<file path="src/rtl/alu32_pkg.sv">
// Shared types and constants for the alu32_seq ALU stage.
// The optional shift datapath is controlled by the ALU32_SHIFT_EN macro.
package alu32_pkg;

    localparam int ALU_W   = 32;
    localparam int SHAMT_W = 5;

    typedef enum logic [3:0] {
        OP_NOT = 4'd0,
        OP_AND = 4'd1,
        OP_OR  = 4'd2,
        OP_XOR = 4'd3,
        OP_ADD = 4'd4,
        OP_SUB = 4'd5,
        OP_SLL = 4'd6,
        OP_SRL = 4'd7,
        OP_SRA = 4'd8
    } alu_op_e;

    typedef enum logic [1:0] {
        ST_IDLE  = 2'd0,
        ST_SHIFT = 2'd1,
        ST_DONE  = 2'd2
    } alu_state_e;

    // True for the three opcodes that use the iterative shifter.
    function automatic logic is_shift_op(input logic [3:0] op);
        return (op == OP_SLL) || (op == OP_SRL) || (op == OP_SRA);
    endfunction

endpackage

</file>
<file path="src/rtl/alu32_comb.sv">
// Single-cycle evaluation of logic and add/sub ops with their status flags.
// With ALU32_SHIFT_EN defined, shift opcodes pass operand A through (the
// shift-by-zero result); nonzero amounts are handled by the top level.
// Without it, shift opcodes report illegal like any unsupported opcode.
module alu32_comb
    import alu32_pkg::*;
(
    input  logic [3:0]       i_op,
    input  logic [ALU_W-1:0] i_a,
    input  logic [ALU_W-1:0] i_b,
    output logic [ALU_W-1:0] o_result,
    output logic             o_carry,
    output logic             o_overflow,
    output logic             o_illegal
);

    logic [ALU_W:0] w_sum;
    logic [ALU_W:0] w_diff;

    assign w_sum  = {1'b0, i_a} + {1'b0, i_b};
    assign w_diff = {1'b0, i_a} - {1'b0, i_b};

    // Opcode decode; illegal opcodes yield zero result and clear flags.
    always_comb begin
        o_result   = '0;
        o_carry    = 1'b0;
        o_overflow = 1'b0;
        o_illegal  = 1'b0;
        case (i_op)
            OP_NOT: o_result = ~i_a;
            OP_AND: o_result = i_a & i_b;
            OP_OR:  o_result = i_a | i_b;
            OP_XOR: o_result = i_a ^ i_b;
            OP_ADD: begin
                o_result   = w_sum[ALU_W-1:0];
                o_carry    = w_sum[ALU_W];
                o_overflow = (i_a[ALU_W-1] == i_b[ALU_W-1]) &&
                             (w_sum[ALU_W-1] != i_a[ALU_W-1]);
            end
            OP_SUB: begin
                o_result   = w_diff[ALU_W-1:0];
                // Bit 32 of the wide difference is the borrow.
                o_carry    = ~w_diff[ALU_W];
                o_overflow = (i_a[ALU_W-1] != i_b[ALU_W-1]) &&
                             (w_diff[ALU_W-1] != i_a[ALU_W-1]);
            end
`ifdef ALU32_SHIFT_EN
            OP_SLL, OP_SRL, OP_SRA: o_result = i_a;
`endif
            default: o_illegal = 1'b1;
        endcase
    end

endmodule

</file>
<file path="src/rtl/alu32_seq.sv">
// Sequential 32-bit ALU stage with valid/ready handshakes on both sides.
// Single-cycle ops complete in one state transition; shifts (when the
// ALU32_SHIFT_EN macro is defined) iterate one bit per cycle.
module alu32_seq
    import alu32_pkg::*;
#(
    parameter int WIDTH = ALU_W
) (
    input  logic             clk,
    input  logic             rst,
    input  logic             in_valid,
    output logic             in_ready,
    input  logic [3:0]       op,
    input  logic [WIDTH-1:0] a,
    input  logic [WIDTH-1:0] b,
    output logic             out_valid,
    input  logic             out_ready,
    output logic [WIDTH-1:0] result,
    output logic             zero,
    output logic             carry,
    output logic             overflow,
    output logic             illegal
);

    alu_state_e       r_state;
    alu_state_e       w_state_nxt;

    logic [WIDTH-1:0] r_result;
    logic             r_zero;
    logic             r_carry;
    logic             r_overflow;
    logic             r_illegal;

    logic [ALU_W-1:0] w_c_result;
    logic             w_c_carry;
    logic             w_c_overflow;
    logic             w_c_illegal;
    logic             w_accept;

    assign in_ready  = (r_state == ST_IDLE);
    assign out_valid = (r_state == ST_DONE);
    assign w_accept  = in_valid && in_ready;

    assign result   = r_result;
    assign zero     = r_zero;
    assign carry    = r_carry;
    assign overflow = r_overflow;
    assign illegal  = r_illegal;

    alu32_comb u_comb (
        .i_op       (op),
        .i_a        (a),
        .i_b        (b),
        .o_result   (w_c_result),
        .o_carry    (w_c_carry),
        .o_overflow (w_c_overflow),
        .o_illegal  (w_c_illegal)
    );

`ifdef ALU32_SHIFT_EN
    logic [3:0]         r_op;
    logic [ALU_W-1:0]   r_shreg;
    logic [SHAMT_W-1:0] r_cnt;
    logic [ALU_W-1:0]   w_sh_next;
    logic               w_start_shift;
    logic               w_last_shift;

    assign w_start_shift = w_accept && is_shift_op(op) &&
                           (b[SHAMT_W-1:0] != '0);
    assign w_last_shift  = (r_state == ST_SHIFT) && (r_cnt == SHAMT_W'(1));

    // One-bit shift of the working register in the latched direction.
    always_comb begin
        w_sh_next = r_shreg;
        case (r_op)
            OP_SLL:  w_sh_next = {r_shreg[ALU_W-2:0], 1'b0};
            OP_SRL:  w_sh_next = {1'b0, r_shreg[ALU_W-1:1]};
            OP_SRA:  w_sh_next = {r_shreg[ALU_W-1], r_shreg[ALU_W-1:1]};
            default: w_sh_next = r_shreg;
        endcase
    end

    // Shift register and remaining-count down-counter.
    always_ff @(posedge clk or posedge rst) begin
        if (rst) begin
            r_op    <= '0;
            r_shreg <= '0;
            r_cnt   <= '0;
        end else if (w_start_shift) begin
            r_op    <= op;
            r_shreg <= a;
            r_cnt   <= b[SHAMT_W-1:0];
        end else if (r_state == ST_SHIFT) begin
            r_shreg <= w_sh_next;
            r_cnt   <= r_cnt - SHAMT_W'(1);
        end
    end
`endif

    // State register.
    always_ff @(posedge clk or posedge rst) begin
        if (rst) begin
            r_state <= ST_IDLE;
        end else begin
            r_state <= w_state_nxt;
        end
    end

    // Next-state decode; counter value 1 marks the final shift cycle.
    always_comb begin
        w_state_nxt = r_state;
        case (r_state)
            ST_IDLE: begin
                if (in_valid) begin
                    w_state_nxt = ST_DONE;
                end
`ifdef ALU32_SHIFT_EN
                if (w_start_shift) begin
                    w_state_nxt = ST_SHIFT;
                end
`endif
            end
`ifdef ALU32_SHIFT_EN
            ST_SHIFT: begin
                if (r_cnt == SHAMT_W'(1)) begin
                    w_state_nxt = ST_DONE;
                end
            end
`endif
            ST_DONE: begin
                if (out_ready) begin
                    w_state_nxt = ST_IDLE;
                end
            end
            default: w_state_nxt = ST_IDLE;
        endcase
    end

    // Result/flag registers: loaded on accept or on the final shift, held
    // otherwise so DONE presents stable values under backpressure.
    always_ff @(posedge clk or posedge rst) begin
        if (rst) begin
            r_result   <= '0;
            r_zero     <= 1'b0;
            r_carry    <= 1'b0;
            r_overflow <= 1'b0;
            r_illegal  <= 1'b0;
`ifdef ALU32_SHIFT_EN
        end else if (w_last_shift) begin
            r_result   <= w_sh_next;
            r_zero     <= (w_sh_next == '0);
            r_carry    <= 1'b0;
            r_overflow <= 1'b0;
            r_illegal  <= 1'b0;
        end else if (w_accept && !w_start_shift) begin
`else
        end else if (w_accept) begin
`endif
            r_result   <= w_c_result;
            r_zero     <= (w_c_result == '0);
            r_carry    <= w_c_carry;
            r_overflow <= w_c_overflow;
            r_illegal  <= w_c_illegal;
        end
    end

endmodule

</file>
<file path="config.mk">
export PLATFORM = sky130hd
export DESIGN_NAME = alu32_seq
export DESIGN_NICKNAME = d
export VERILOG_FILES = /design/src/rtl/alu32_pkg.sv /design/src/rtl/alu32_comb.sv /design/src/rtl/alu32_seq.sv
export SDC_FILE = /design/constraint.sdc
export NUM_CORES = 1
export LEC_CHECK = 0
export CELL_PAD_IN_SITES_DETAIL_PLACEMENT = 0
export CELL_PAD_IN_SITES_GLOBAL_PLACEMENT = 2
export CORE_ASPECT_RATIO = 0.5
export CORE_UTILIZATION = 32
export DETAILED_ROUTE_END_ITERATION = 10
export PLACE_DENSITY = 0.83
export SETUP_SLACK_MARGIN = 0.15
export SLEW_MARGIN = 20
export SYNTH_ARGS = -nofsm -noshare
export SYNTH_HDL_FRONTEND = slang
export SYNTH_SLANG_ARGS = --single-unit
</file>
<file path="constraint.sdc">
create_clock -name clk -period 1.4 [get_ports clk]
set_input_delay 0.35 -clock clk [delete_from_list [all_inputs] [get_ports clk]]
set_output_delay 0.35 -clock clk [all_outputs]
set_load 0.01 [all_outputs]
</file>
======== Yosys cells after proc, flatten, opt, wreduce, memory -nomap -nowiden ========
Index checks and enable logic that the tools add are counted.
word-level totals
  bits in registers ....................... 38
  input bits .............................. 72
  output and inout bits ................... 38
  word-level logic and storage cells ...... 40
cells by class
  add/sub/neg operators ................... 2
  equality and inequality tests ........... 12
  multiplexer cells ....................... 7
  bitwise operators ....................... 5
  reductions and logical operators ........ 8
operators with widths
  kind                number
  $pmux 32 s6         1
  $add 32x32->33      1
  $sub 32x32->33      1
  $and 32x32->32      1
  $logic_not 32->1    1
  $not 32->32         1
  $or 32x32->32       1
  $xor 32x32->32      1
  $eq 4x2->1 const B  2
  $eq 4x3->1 const B  2
  $reduce_or 6->1     1
  $eq 4x1->1 const B  1
  $logic_not 4->1     1
  $mux 2              2
  $pmux 1 s2          2
  $pmux 2 s2          1
  $logic_and 1x1->1   3
  $ne 1x1->1          3
  $eq 2x2->1 const B  1
  $logic_not 2->1     1
  $ne 2x1->1 const B  1
  $ne 2x2->1 const B  1
  $reduce_and 2->1    1
  $eq 1x1->1          1
  other kinds (2)     2

======== Logic depth before layout (Yosys ltp) ========
  depth in word-level cells ............... 4
  gate-level depth with buffers ........... 16
  depth with buffers taken out ............ 16

======== Modules after synthesis ========
Synthesis repeated with hierarchy kept, for this count alone.
second synthesis, totals
  cells, all modules ...................... 929
  area, all modules ....................... 6,617.6 um2
by module, submodules not included
  module      times used  cells an instance  area each (um2)  sequential area each (um2)
  alu32_comb  1           762                5,114.9          0.0
  alu32_seq   1           167                1,502.7          925.9

======== Worst setup path after synthesis ========
Ideal clock, no wire load.
  path kind ............................... input-to-reg
  start ................................... input port a[0]
  end ..................................... register r_zero (netlist: zero)
  library setup time ...................... 0.125 ns
  arrival time ............................ 3.262 ns
  required time ........................... 1.275 ns
  setup slack ............................. -1.987 ns
  stages .................................. 16
  path buffers ............................ 0
  cell sequence ........................... inv_1 > ha_1 > inv_1 > fa_1 > nor2b_2 > o311a_2 > o21ai_4 > o21ai_4 > a31oi_1 > o311ai_1 > a21o_1 > a2111o_1 > a32oi_1 > nor2_1 > nand4_1 > o31ai_1
between the ends
  word-level cells in the longest chain between the ends .. 3
  elaborated cells between the ends (all ways) .. 8
  classes of those cells .................. add/sub: 2; mux: 1; bitwise: 4; reduce/logical: 1
RTL lines
  what                                    line              RTL
  start, declared                         alu32_seq.sv:14   input logic [WIDTH-1:0] a,
  $sub 32x32->33 (tied with other cells)  alu32_comb.sv:21  assign w_diff = {1'b0, i_a} - {1'b0, i_b};
  $pmux 32 s6 *                           alu32_comb.sv:29  case (i_op)
  $logic_not 32->1 *                      alu32_seq.sv:160  r_zero <= (w_c_result == '0);
  end signal, assigned                    alu32_seq.sv:160
  end, declared                           alu32_seq.sv:29   logic r_zero;
Mark *: on every way between the ends. The rest lies on a longest branch, timed or not.
A chain may end at the register's enable or synchronous reset.

======== Worst setup path in the final report ========
Same ends and word-level chain as after synthesis.

==> results.sh <==
export IMPL_run_status="complete, but fails checks"
export IMPL_violations="setup timing"
export IMPL_syn_to_final_growth_pct=89.4
export IMPL_start_util_pct=33.1
export IMPL_ys_flop_type="dfrtp_1"
export IMPL_finalHoldViolCount=0
export IMPL_clock_skew_ns=0.00549
export IMPL_grt_pass1_vias=9677
export IMPL_antenna_found_initial=0
export IMPL_synthTopCellsByCount="inv_1 (115), ha_1 (102), nand2_1 (101)"
export IMPL_synthTopCellsByArea="ha_1 (18%), dfrtp_1 (13%), inv_1 (6.0%), a21oi_1 (5.7%), nand2_1 (5.2%)"
export IMPL_drv_slew=0
export IMPL_swShare_pct=39.7
export IMPL_slowest_delay_ns=0.42
export IMPL_drive_above_1_share_pct=53.6
export IMPL_yosysTopAreaCellShare_pct=17.6
export IMPL_drtAntennaViolNets=0
export IMPL_post_place_ws_ns=-2.83
export IMPL_p_clk_share_pct=16.8
export IMPL_cp_start_kind="primary input"
export IMPL_end_kind="flop"
export IMPL_synth_seq_cells=37
export IMPL_setup_ws_ns=-1.97
export IMPL_wl_per_cell_um=17.8
export IMPL_yosysUniqueCellTypes=86
export IMPL_clockRootBuffer="clkbuf_16"
export IMPL_grt_max_degree=38
export IMPL_synth_avg_cell_area_um2=7.27
export IMPL_maxCapViolations=0
export IMPL_dp_hpwl_um=24300
export IMPL_crit_top_cell="nand4_1"
export IMPL_setup_viol=35
export IMPL_firstDrtPassIters=5
export IMPL_port_buffer_count=109
export IMPL_cellInternalPower_w=0.00520
export IMPL_num_rows=38
export IMPL_netlist_instances=997
export IMPL_cts_hold_buf=0
export IMPL_fp_dieW_um=215
export IMPL_worst_pin_slew_ns=0.553
export IMPL_gp_congestion=0.970
export IMPL_die_y_um=108
export IMPL_place_area_um2=11600
export IMPL_vias=9691
export IMPL_irDropWorstVdd_mv=0.586
export IMPL_powerDensity_nw_per_um2=629
export IMPL_max_clock_path_buffers=2
export IMPL_cp_slowest_cell="a222oi_1"
export IMPL_critical_path_class="primary input to flop"
export IMPL_antenna_cells=0
export IMPL_cp_max_fo=3
export IMPL_clk_latency_ns=0.28
export IMPL_p_switching_w=0.00342
export IMPL_clk_pin_slew_ns=0.06
export IMPL_yosysWarnings=0
export IMPL_power_total_w=0.00863
export IMPL_tritoncts="yes"
export IMPL_core_region_area_um2=21900
export IMPL_h_tree_depth=2
export IMPL_synth_area_leader_cell="ha_1"
export IMPL_worst_ep_required_time_ns=1.59
export IMPL_critical_path_cell_chain="buf_6 > buf_12 > inv_12 > ha_4 > inv_2 > fa_2 > nor2b_4 > o311a_4 > o21ai_4 > buf_4 > o31ai_4 > a222oi_1 > nand4_1 > nor3_2 > nand4_1 > nor4_2 > nand4_1 > o31ai_1"
export IMPL_ioPinCount=110
export IMPL_async_flop_share_pct=100
export IMPL_holdCritPathClass="primary input to async pin"
export IMPL_dieArea_um2=23300
export IMPL_fin_area_um2=13700
export IMPL_cts_sinks=37
export IMPL_syn_nets=1173
export IMPL_via_per_inst=5.38
export IMPL_synth_edf_count=0
export IMPL_globalRouteTotalUtil_pct=26.4
export IMPL_p_leak_nw=6.52
export IMPL_seqPwrFrac_pct=16.2
export IMPL_min_period_ns=3.37
export IMPL_yosysMostFrequentCell="inv_1"
export IMPL_wl_um=32100
export IMPL_grt_pass1_wl_um=49400
export IMPL_timing_fmax_mhz=297
export IMPL_remaining_drc_errors=0
export IMPL_relSlewSlack_pct=63.0
export IMPL_fin_nets=1677
export IMPL_first_iter_violations=572
export IMPL_cts_buffers=5
export IMPL_gr_total_overflow=0
export IMPL_yosysSeqAreaShare_pct=12.8
export IMPL_syn_cell_area_um2=7240
export IMPL_finalCritPeriodShare_pct=241
export IMPL_grt_setup_unrepaired="yes"
export IMPL_critical_path_arrival_ns=3.55
export IMPL_comb_power_share_pct=67.0
critical path: cells and delay by family:
family	cells	cell delay (ns)
buffers and inverters	5	0.46
adders and majority gates	2	0.44
AOI/OAI and AO/OA	5	1.23
and+or+nand+nor	6	1.07
timing repair:
item / in CTS / in global routing
resized for setup: 456 / 126
endpoints found under the hold margin: 0 / 0
setup endpoints to repair: 74 / 49
setup buffers: 67 / 21
gates cloned: 0 / 1
pin swaps: 113 / 68
cell usage in the layout (no fill, tap or decap), types with 11 or more instances in the layout:
cell,count
ha_1,67
buf_6,51
o21ai_1,17
nand2_2,13
dfrtp_1,37
a21oi_2,26
a21oi_1,51
dlygate4sd2_1,22
ha_4,32
buf_4,390
a21o_1,14
o21ai_0,33
buf_2,39
clkdlybuf4s50_1,25
mux4_2,14
inv_2,39
o21ai_2,24
nor2_1,73
nand2_1,87
a22o_1,11
mux2i_1,20
inv_1,72
o211ai_1,15
registers in the layout (all words and copies together), names as in the netlist:
name / count
result: 32
carry: 1
illegal: 1
overflow: 1
r_state: 1
zero: 1
final cells by class:
type                    count  area (µm²)
inverters                 117         473
clock inverters             3        65.1
flip-flops and latches     37         926
repair buffers            553        4480
clock buffers               5         125
multi-input cells         787        7280
well taps                 300         375
fillers                  1838        8200
kinds of logic (layout without fill, tap and decap cells):
family,Yosys count,after routing,share of synthesized area (%)
simple gates,291,291,18.8
fa+ha+maj,104,104,18.2
xor+xnor,10,10,1.21
buf+inv,173,678,9.41
mux,38,38,7.74
flops,37,37,12.8
compound gates,344,344,31.9
power by group through the flow:
| stage | Combinational, W | Clock (W) | Sequential [W] |
|---|---|---|---|
| after floorplan | 0.00220 | 0 | 0.00145 |
| after global placement | 0.00461 | 0 | 0.00142 |
| after detailed placement | 0.00468 | 0 | 0.00142 |
| after CTS | 0.00534 | 0.00145 | 0.00140 |
| after global routing | 0.00616 | 0.00149 | 0.00141 |
| final | 0.00578 | 0.00145 | 0.00140 |
layer usage:
metal  share of wire [%]  up-vias  GRT usage (%)
li1                    -     4594              -
met1                  44     4677           35.4
met2                  47      343           45.0
met3                 5.5       77           2.05
met4                 3.1        0           8.67
met5                   0        -              0
path summary, 6_finish.rpt:
check | from | end | slack [ns] | cells after the start
max | a[0] | zero$_DFFE_PP0P_ | -1.97 | 18
max in group asynchronous | rst | result[0]$_DFFE_PP0P_ | 0.79 | 3
min in group clk | carry$_DFFE_PP0P_ | carry$_DFFE_PP0P_ | 0.49 | 2
min reg2reg | carry$_DFFE_PP0P_ | carry$_DFFE_PP0P_ | 0.49 | 2
max reg2reg | r_state[1]$_DFFE_PP0P_ | overflow$_DFFE_PP0P_ | 0.07 | 6
min | rst | result[3]$_DFFE_PP0P_ | 0.42 | 3
metrics by stage:
stage	setup TNS [ns]	hold slack, ns	util (%)	instances
2_1_floorplan	-32.47	0.446	-	997
4_1_cts	-41.85	0.433	60.1	1780
6_report	-42.72	0.422	62.6	1802
5_1_grt	-45.04	0.450	62.6	1802
3_5_place_dp	-68.20	0.462	52.9	1705
3_3_place_gp	-66.68	0.472	52.9	1705
(Power assumes the default switching activity.)
